<file path="config.mk">
export PLATFORM = sky130hd
export DESIGN_NAME = division_flat
export DESIGN_NICKNAME = d
export VERILOG_FILES = /design/src/rtl/mips_alu_pkg.sv /design/src/rtl/division_if.sv /design/src/rtl/div_sign_adjust.sv /design/src/rtl/division.sv /design/src/flat_wrapper.sv
export SDC_FILE = /design/constraint.sdc
export NUM_CORES = 1
export LEC_CHECK = 0
export CAP_MARGIN = 20
export CORE_MARGIN = 2
export CORE_UTILIZATION = 45
export DETAILED_ROUTE_END_ITERATION = 7
export PLACE_DENSITY = 0.67
export SYNTH_ARGS = -nofsm -noshare
export SYNTH_HDL_FRONTEND = slang
export SYNTH_HIERARCHICAL = 1
export SYNTH_SLANG_ARGS = --single-unit
</file>
<file path="constraint.sdc">
create_clock -name Clk -period 6.3 [get_ports Clk]
set_input_delay 1.575 -clock Clk [delete_from_list [all_inputs] [get_ports Clk]]
set_output_delay 1.575 -clock Clk [all_outputs]
set_load 0.02 [all_outputs]
</file>
<file path="src/rtl/mips_alu_pkg.sv">
// Shared MIPS ALU constants: mult/div control sub-states,
// divider counter limits and the datapath word type.
package mips_alu_pkg;

   typedef logic [31:0] word_t;

   localparam logic [5:0] MULT_IDLE = 6'd0;
   localparam logic [5:0] MULT_INIT = 6'd1;
   localparam logic [5:0] MULT_WORK = 6'd2;

   localparam logic [5:0] DIV_IDLE = 6'd0;
   localparam logic [5:0] DIV_INIT = 6'd1;
   localparam logic [5:0] DIV_WORK = 6'd2;

   localparam logic [5:0] DIV_ITER = 6'd32;
   localparam logic [5:0] DIV_DONE = 6'd33;

endpackage

</file>
<file path="src/rtl/division_if.sv">
// Control-unit <-> divider bundle: sub-state and operands in,
// quotient/remainder, status and iteration count out.
interface division_if;
   import mips_alu_pkg::*;

   logic [5:0] state;
   word_t      lhs;
   word_t      rhs;
   word_t      quotient;
   word_t      remainder;
   logic       endSignal;
   logic       divZero;
   logic [5:0] counter;

   modport master (
      output state, lhs, rhs,
      input  quotient, remainder, endSignal, divZero, counter
   );

   modport slave (
      input  state, lhs, rhs,
      output quotient, remainder, endSignal, divZero, counter
   );

endinterface

</file>
<file path="src/rtl/div_sign_adjust.sv">
// Conditional two's complement: abs() of operands and
// negation of the final quotient/remainder.
module div_sign_adjust
   import mips_alu_pkg::*;
(
   input  word_t val,
   input  logic  neg,
   output word_t res
);

   assign res = neg ? (~val + 32'd1) : val;

endmodule

</file>
<file path="src/rtl/division.sv">
// 32-bit restoring shift-subtract divider (LO=quotient, HI=remainder).
// Define DIVISION_SIGNED_EN for signed div; default build is divu.
module division
   import mips_alu_pkg::*;
(
   input  logic Clk,
   input  logic reset,
   division_if.slave bus
);

   word_t      quot;
   word_t      rem;
   word_t      dvd;
   word_t      dvs;
   logic [5:0] cnt;
   logic       dz;
   logic       ends;

   word_t      lhs_mag;
   word_t      rhs_mag;
   word_t      q_fin;
   word_t      r_fin;
   logic [32:0] trial;

`ifdef DIVISION_SIGNED_EN
   logic qneg;
   logic rneg;

   div_sign_adjust u_lhs_abs (.val(bus.lhs), .neg(bus.lhs[31]), .res(lhs_mag));
   div_sign_adjust u_rhs_abs (.val(bus.rhs), .neg(bus.rhs[31]), .res(rhs_mag));
   div_sign_adjust u_q_fix   (.val(quot),    .neg(qneg),        .res(q_fin));
   div_sign_adjust u_r_fix   (.val(rem),     .neg(rneg),        .res(r_fin));

   always_ff @(posedge Clk or posedge reset) begin
      if (reset) begin
         qneg <= 1'b0;
         rneg <= 1'b0;
      end else if (bus.state == DIV_INIT && bus.rhs != 32'd0) begin
         qneg <= bus.lhs[31] ^ bus.rhs[31];
         rneg <= bus.lhs[31];
      end
   end
`else
   assign lhs_mag = bus.lhs;
   assign rhs_mag = bus.rhs;
   assign q_fin   = quot;
   assign r_fin   = rem;
`endif

   // Top bit of the trial result is the borrow: set means restore.
   assign trial = {rem, dvd[31]} - {1'b0, dvs};

   always_ff @(posedge Clk or posedge reset) begin
      if (reset) begin
         quot <= '0;
         rem  <= '0;
         dvd  <= '0;
         dvs  <= '0;
         cnt  <= '0;
         dz   <= 1'b0;
         ends <= 1'b1;
      end else begin
         case (bus.state)
            DIV_IDLE: ends <= 1'b1;
            DIV_INIT: begin
               ends <= 1'b0;
               if (bus.rhs == 32'd0) begin
                  quot <= 32'hFFFF_FFFF;
                  rem  <= bus.lhs;
                  dz   <= 1'b1;
                  cnt  <= DIV_DONE;
               end else begin
                  quot <= '0;
                  rem  <= '0;
                  dvd  <= lhs_mag;
                  dvs  <= rhs_mag;
                  dz   <= 1'b0;
                  cnt  <= '0;
               end
            end
            DIV_WORK: begin
               if (cnt < DIV_ITER) begin
                  if (!trial[32]) begin
                     rem  <= trial[31:0];
                     quot <= {quot[30:0], 1'b1};
                  end else begin
                     rem  <= {rem[30:0], dvd[31]};
                     quot <= {quot[30:0], 1'b0};
                  end
                  dvd  <= {dvd[30:0], 1'b0};
                  cnt  <= cnt + 6'd1;
                  ends <= 1'b0;
               end else if (cnt == DIV_ITER) begin
                  quot <= q_fin;
                  rem  <= r_fin;
                  cnt  <= DIV_DONE;
                  ends <= 1'b1;
               end else begin
                  ends <= 1'b1;
               end
            end
            default: ;
         endcase
      end
   end

   assign bus.quotient  = quot;
   assign bus.remainder = rem;
   assign bus.endSignal = ends;
   assign bus.divZero   = dz;
   assign bus.counter   = cnt;

endmodule

</file>
<file path="src/flat_wrapper.sv">
// flat-port wrapper written by rule: the top's interface ports become plain ports
module division_flat import mips_alu_pkg::*;
  (Clk, reset, bus_state, bus_lhs, bus_rhs, bus_quotient, bus_remainder, bus_endSignal, bus_divZero, bus_counter);
  division_if bus_i ();
  input  logic Clk;
  input  logic reset;
  input wire logic [$bits(bus_i.state)-1:0] bus_state;
  input wire logic [$bits(bus_i.lhs)-1:0] bus_lhs;
  input wire logic [$bits(bus_i.rhs)-1:0] bus_rhs;
  output wire logic [$bits(bus_i.quotient)-1:0] bus_quotient;
  output wire logic [$bits(bus_i.remainder)-1:0] bus_remainder;
  output wire logic [$bits(bus_i.endSignal)-1:0] bus_endSignal;
  output wire logic [$bits(bus_i.divZero)-1:0] bus_divZero;
  output wire logic [$bits(bus_i.counter)-1:0] bus_counter;
  assign bus_i.state = bus_state;
  assign bus_i.lhs = bus_lhs;
  assign bus_i.rhs = bus_rhs;
  assign bus_quotient = bus_i.quotient;
  assign bus_remainder = bus_i.remainder;
  assign bus_endSignal = bus_i.endSignal;
  assign bus_divZero = bus_i.divZero;
  assign bus_counter = bus_i.counter;
  division u_core (.Clk(Clk), .reset(reset), .bus(bus_i));
endmodule
</file>
## After elaboration in Yosys (flattened, before gate mapping)

Cells that the tools add are included.

- Bits in registers: 136
- Input bits: 72
- Output and inout bits: 72
- Logic and storage cells: 43

- Add/sub/neg operators: 2
- Order comparisons: 1
- Equality and inequality tests: 6
- Multiplexer cells: 18
- Bitwise operators: 1
- Reduce and logical (&&, ||, !) cells: 8

Operators by type and width:

| cell | number |
|---|---|
| 32-bit 2-to-1 mux | 7 |
| 32-bit case mux with 2 select lines | 3 |
| 33-bit by 32-bit subtractor with 33-bit output | 1 |
| 32-bit logical NOT | 1 |
| 6-bit 2-to-1 mux | 3 |
| 6-bit case mux with 2 select lines | 1 |
| 6-bit by 1-bit adder with 6-bit output (second input constant) | 1 |
| 6-bit by 1-bit equality test with 1-bit output (second input constant) | 1 |
| 6-bit by 2-bit equality test with 1-bit output (second input constant) | 1 |
| 6-bit equality test (second input constant) | 1 |
| 6-bit logical NOT | 1 |
| 6-bit less-than comparator (second input constant) | 1 |
| 2-bit AND reduction | 3 |
| 1-bit 2-to-1 mux | 3 |
| 3-bit by 1-bit != test with 1-bit output (second input constant) | 1 |
| 1-bit case mux with 3 select lines | 1 |
| 3-bit AND reduction | 1 |
| 3-bit nonzero test | 1 |
| 2-bit by 1-bit != test with 1-bit output (second input constant) | 1 |
| 2-bit != test (second input constant) | 1 |
| 2-bit nonzero test | 1 |
| 1-bit NOT | 1 |

## Depth between registers and ports, before layout

- Depth after elaboration: 4
- Mapped depth: 14
- Gate-level depth less buffers: 12

## Least setup slack after synthesis

No wires, ideal clock.

- Path kind: input to register
- From: input bus_state[5]
- To: register u_core.rem[10] (netlist: u_core/bus.remainder[10])
- Setup time: 0.133 ns
- Arrival time: 3.485 ns
- Path slack: 2.682 ns
- Cell stages on the path: 11
- Path buffers: 4
- Path through: or4_1 > nor2_1 > and2_1 > nand2b_1 > buf_2 > and2_1 > clkbuf_1 > buf_2 > clkbuf_1 > a21oi_1 > o21ai_0

- Longest elaborated chain between the ends: 3
- Elaborated cells on any way between the ends: 6

RTL lines:

| element | line | source |
|---|---|---|
| from (decl) | flat_wrapper.sv:7 | `input wire logic [$bits(bus_i.state)-1:0] bus_state;` |
| 6-bit by 2-bit equality test with 1-bit output or 6-bit by 1-bit equality test with 1-bit output (tied branches) | division.sv:63 | `case (bus.state)` |
| 2-bit by 1-bit != test with 1-bit output (no line) or 2-bit nonzero test (tied branches) | -- |  |
| 2-bit AND reduction (no line) | -- |  |
| to (signal assigned) | division.sv:69 | `rem <= bus.lhs;` |
| to (signal assigned) | division.sv:84 | `rem <= trial[31:0];` |
| to (signal assigned) | division.sv:87 | `rem <= {rem[30:0], dvd[31]};` |
| to (decl) | division.sv:12 | `word_t rem;` |

Several ways; a longest one is shown, not always the timed one.
A chain may end at the register's enable or synchronous reset.

## Worst setup path after layout

- From: input bus_rhs[7]
- To: register u_core.dvs[23]

- Longest elaborated chain between the ends: 3

RTL lines:

| element | line | source |
|---|---|---|
| from (decl) | flat_wrapper.sv:9 | `input wire logic [$bits(bus_i.rhs)-1:0] bus_rhs;` |
| 32-bit logical NOT | division.sv:67 | `if (bus.rhs == 32'd0) begin` |
| 1-bit NOT (no line) | -- |  |
| 2-bit AND reduction (no line) | -- |  |
| to (signal assigned) | division.sv:76 | `dvs <= rhs_mag;` |
| to (decl) | division.sv:14 | `word_t dvs;` |

Every way passes these cells.

==> parameters.txt <==
Parameter                              Value

Power
  LEAKAGE    4.52 nW
  Sw Share    0.405
  Power share of the combinational group    0.474
  Net switching component of the power    1.68 mW
  Power Internal    2.47 mW
  Worst IR drop on VDD    0.377 mV
  Clk network pwr share    0.238
  Seq pwr share    0.288
  Total power of the final layout    4.15 mW
  Power density over the cells    397 nW/um2

Worst setup path
  Register-to-register setup slack    2.63 ns
  Critical-path cell list    clkdlybuf4s50_1 > nor4_1 > nand4_1 > nor2_2 > or2_2 > mux2_2
  Largest fanout on the critical path    33
  CP Capture Type    flip-flop
  Highest cell delay on the worst timing path    0.79 ns
  Worst r2r path cells    13
  Total buffers and inverters traversed by the critical path    1
  Reg-to-reg endpoint    u_core/bus.remainder[3]
  CP required    6.61 ns
  Worst-path cell with the longest stage delay    sky130_fd_sc_hd__or2_2
  Startpoint class of the critical path    input pin
  Category of the most critical setup path    in -> reg
  Cell family with the largest share of critical-path delay    simple AND/OR/NAND/NOR gates
  Worst EP arrival    4.79 ns
  Crit Reg-Reg Startpoint    u_core/dvd[31]

Detailed routing
  Number of optimization iterations in the first detailed-route pass    6
  Antenna-violating nets left    0
  DR vias    7438
  Overall routed net length    23000 um
  Routed WL per cell    17.6 um
  Drt drc    0
  Detail-routed via count per cell    5.70
  Number of DRC markers after the initial detailed-route iteration    579

Global route
  Number of global-route vias before repair    7100
  Total congestion overflow    0
  Global-route usage over all layers    0.239
  First-pass GRT wire length    37300 um
  Initial antenna violation count    0
  Largest net degree at the start of global routing    102

Finish
  Antenna Cells    0
  P&R area growth vs syn    25.7%
  Area taken by multi-input logic gates    4500 um2
  Share of layout cells above drive strength 1    0.0874
  Total Nets Final    1169
  Fill cells    1631
  Sequential cell area    3400 um2

Synth
  Synthesized area    8320 um2
  Yosys warning count    6
  Synth Area per Inst    8.76 um2
  Ys flop type    sky130_fd_sc_hd__dfrtp_1
  Sequential fraction of the synthesis area    0.409
  EDFF count, synth    0
  Net count after synthesis    1057
  Unique cell type count in the Yosys netlist    65
  Number of cells produced by synthesis    950
  #FFs+latches synth    136
  Asr flop ratio synth    1.00

Floorplanning
  Initial core utilization    0.462
  Cell row count    49
  Core area    18000 um2
  Overall die height    140 um
  Die extent in x    140 um
  Die outline area    19600 um2
  Num ports    144

CTS
  Post-CTS Hold Fix Bufs    0
  CTS buffer count    17
  Total of cells resized after clock tree synthesis    0
  Buffers from clock root to sink, at most    2
  Clock Tree Root    sky130_fd_sc_hd__clkbuf_16
  Postcts setup bufs    0
  TritonCTS clock tree    yes
  Clock network latency to the later pin of the worst-skew pair    0.43 ns
  H-tree depth reported by CTS    4
  Clock slew at reported path FFs    0.06 ns
  CTS Sinks    136

Min path
  Worst min-delay path endpoint    u_core/dvd[24]
  Number of stages on the worst hold path    2
  Launch instance of the worst min-delay path    u_core/dvd[24]
  Path type of the worst min-delay path    reg -> reg

Timing
  Clock Skew    0.00724 ns
  Total count of max-transition violations in the final report    0
  Count of final setup violators    0
  Rel. slew slack    0.377
  Setup repair after global routing missed its margin    no
  Total negative slack for setup checks    0 ns
  Worst Tran Pin Value    0.934 ns
  Tcrit/Tclk final    0.712
  PnR worst setup slack    1.81 ns
  Final count of hold timing violations    0
  Final Critical Period    4.49 ns
  Max Clk Rate    223 MHz

Status
  Status    completed

Run
  Total of max-cap violations    0

Placed design
  Worst-case setup slack after placement    1.36 ns
  Final estimated routing congestion in global placement    0.900
  IO Port Bufs    143
  Final HPWL DP    16700 um
## metal layers
layer	part of all wire	track usage	routed length [um]	vias to the layer above
met2	0.49	0.396	11300	248
met3	0.049	0.0465	1130	37
met5	0	0	0	-
met4	0.022	0.0753	496	0
li1	-	-	-	3617
met1	0.44	0.318	10100	3536
## worst reg2reg max path, delay by kind of cell (launching register included)
kind,cells,cell delay [ns]
AOI/OAI and AO/OA,6,1.26
adders and majority gates,2,0.63
buffers and inverters,2,0.57
DFF,1,0.38
muxes,1,0.43
and+or+nand+nor,2,0.29
## power groups by stage
| stage | clock network (mW) | logic (mW) | registers, mW |
|---|---|---|---|
| global route | 1.05 | 2.17 | 1.22 |
| global placement | 0 | 1.92 | 1.21 |
| detailed placement | 0 | 1.93 | 1.21 |
| finish | 0.986 | 1.97 | 1.20 |
| floorplan | 0 | 1.38 | 1.23 |
| CTS | 1.01 | 1.95 | 1.20 |
## cell families after synthesis
kind of cell | Yosys count | share of synthesized area
AO/OA/AOI/OAI | 302 | 0.214
adder cells (fa/ha/maj) | 35 | 0.0535
flip-flops | 136 | 0.409
XOR/XNOR | 25 | 0.0263
multiplexers | 73 | 0.0932
AND/OR/NAND/NOR | 276 | 0.152
buffers and inverters | 103 | 0.0516
## through the flow
| step | instances | hold WS (ns) | instance area, um2 | util |
|---|---|---|---|---|
| floorplan | 950 | 0.449 | 8320 | - |
| global placement | 1271 | 0.460 | 9860 | 0.547 |
| detailed placement | 1271 | 0.470 | 9860 | 0.547 |
| CTS | 1303 | 0.483 | 10400 | 0.580 |
| global route | 1304 | 0.504 | 10500 | 0.580 |
| finish | 1304 | 0.479 | 10500 | 0.580 |
## layout by cell type, fill, tap and decap left out, types with 20 or more instances in the layout
master,n
sky130_fd_sc_hd__clkdlybuf4s50_1,143
sky130_fd_sc_hd__dfrtp_1,135
sky130_fd_sc_hd__nand2_1,113
sky130_fd_sc_hd__o21ai_0,103
sky130_fd_sc_hd__a21oi_1,98
sky130_fd_sc_hd__nor2_1,57
sky130_fd_sc_hd__inv_1,41
sky130_fd_sc_hd__mux2i_1,37
sky130_fd_sc_hd__mux2_2,36
sky130_fd_sc_hd__ha_1,34
sky130_fd_sc_hd__nand3_1,32
sky130_fd_sc_hd__a31oi_1,20
sky130_fd_sc_hd__o21a_1,20
## registers in the layout, indices dropped and copies added (netlist names)
register	flops
u_core/dvs	32
u_core/bus.quotient	32
u_core/bus.endSignal	1
u_core/dvd	32
u_core/bus.counter	6
u_core/bus.divZero	1
u_core/bus.remainder	32
## cell type report
class | count | share of cell area
Tap cell | 229 | 0.0274
Timing Repair Buffer | 154 | 0.145
Inverter | 42 | 0.0155
Clock buffer | 20 | 0.0446
Clock inverter | 12 | 0.0111
Sequential cell | 136 | 0.325
Multi-Input combinational cell | 711 | 0.430
## how the worst max path moves through the flow
stage	slack, ns	endpoint	cells after the start	start
2_1_floorplan	1.09	u_core/bus.counter[0]	1	reset
3_3_place_gp	1.42	u_core/dvs[19]	6	bus_rhs[0]
3_5_place_dp	1.36	u_core/dvs[2]	6	bus_rhs[7]
4_1_cts	1.81	u_core/dvs[7]	6	bus_rhs[7]
5_1_grt	1.64	u_core/bus.remainder[20]	10	bus_state[5]
6_report	1.81	u_core/dvs[23]	6	bus_rhs[7]
## Yosys cell counts, drive strengths merged (4+ instances only)
cell	count	share of area
nand3	32	0.019
o21bai	4	0.0036
a31oi	20	0.015
nand2b	7	0.0053
nor3b	4	0.0042
clkbuf	45	0.020
nor2	58	0.026
a211oi	4	0.0036
dfrtp	135	0.41
nor4	10	0.0075
nand4	11	0.0083
xnor2	19	0.020
mux2i	37	0.045
a21o	7	0.0063
mux2	36	0.049
inv	42	0.019
a21oi	99	0.060
o21ai	106	0.064
xor2	6	0.0063
o31ai	6	0.0054
nor3	14	0.0084
and2	6	0.0045
nand2	113	0.051
o21a	20	0.018
buf	16	0.012
ha	34	0.051
nor2b	5	0.0038
o211ai	7	0.0069
(Power assumes the default switching activity.)
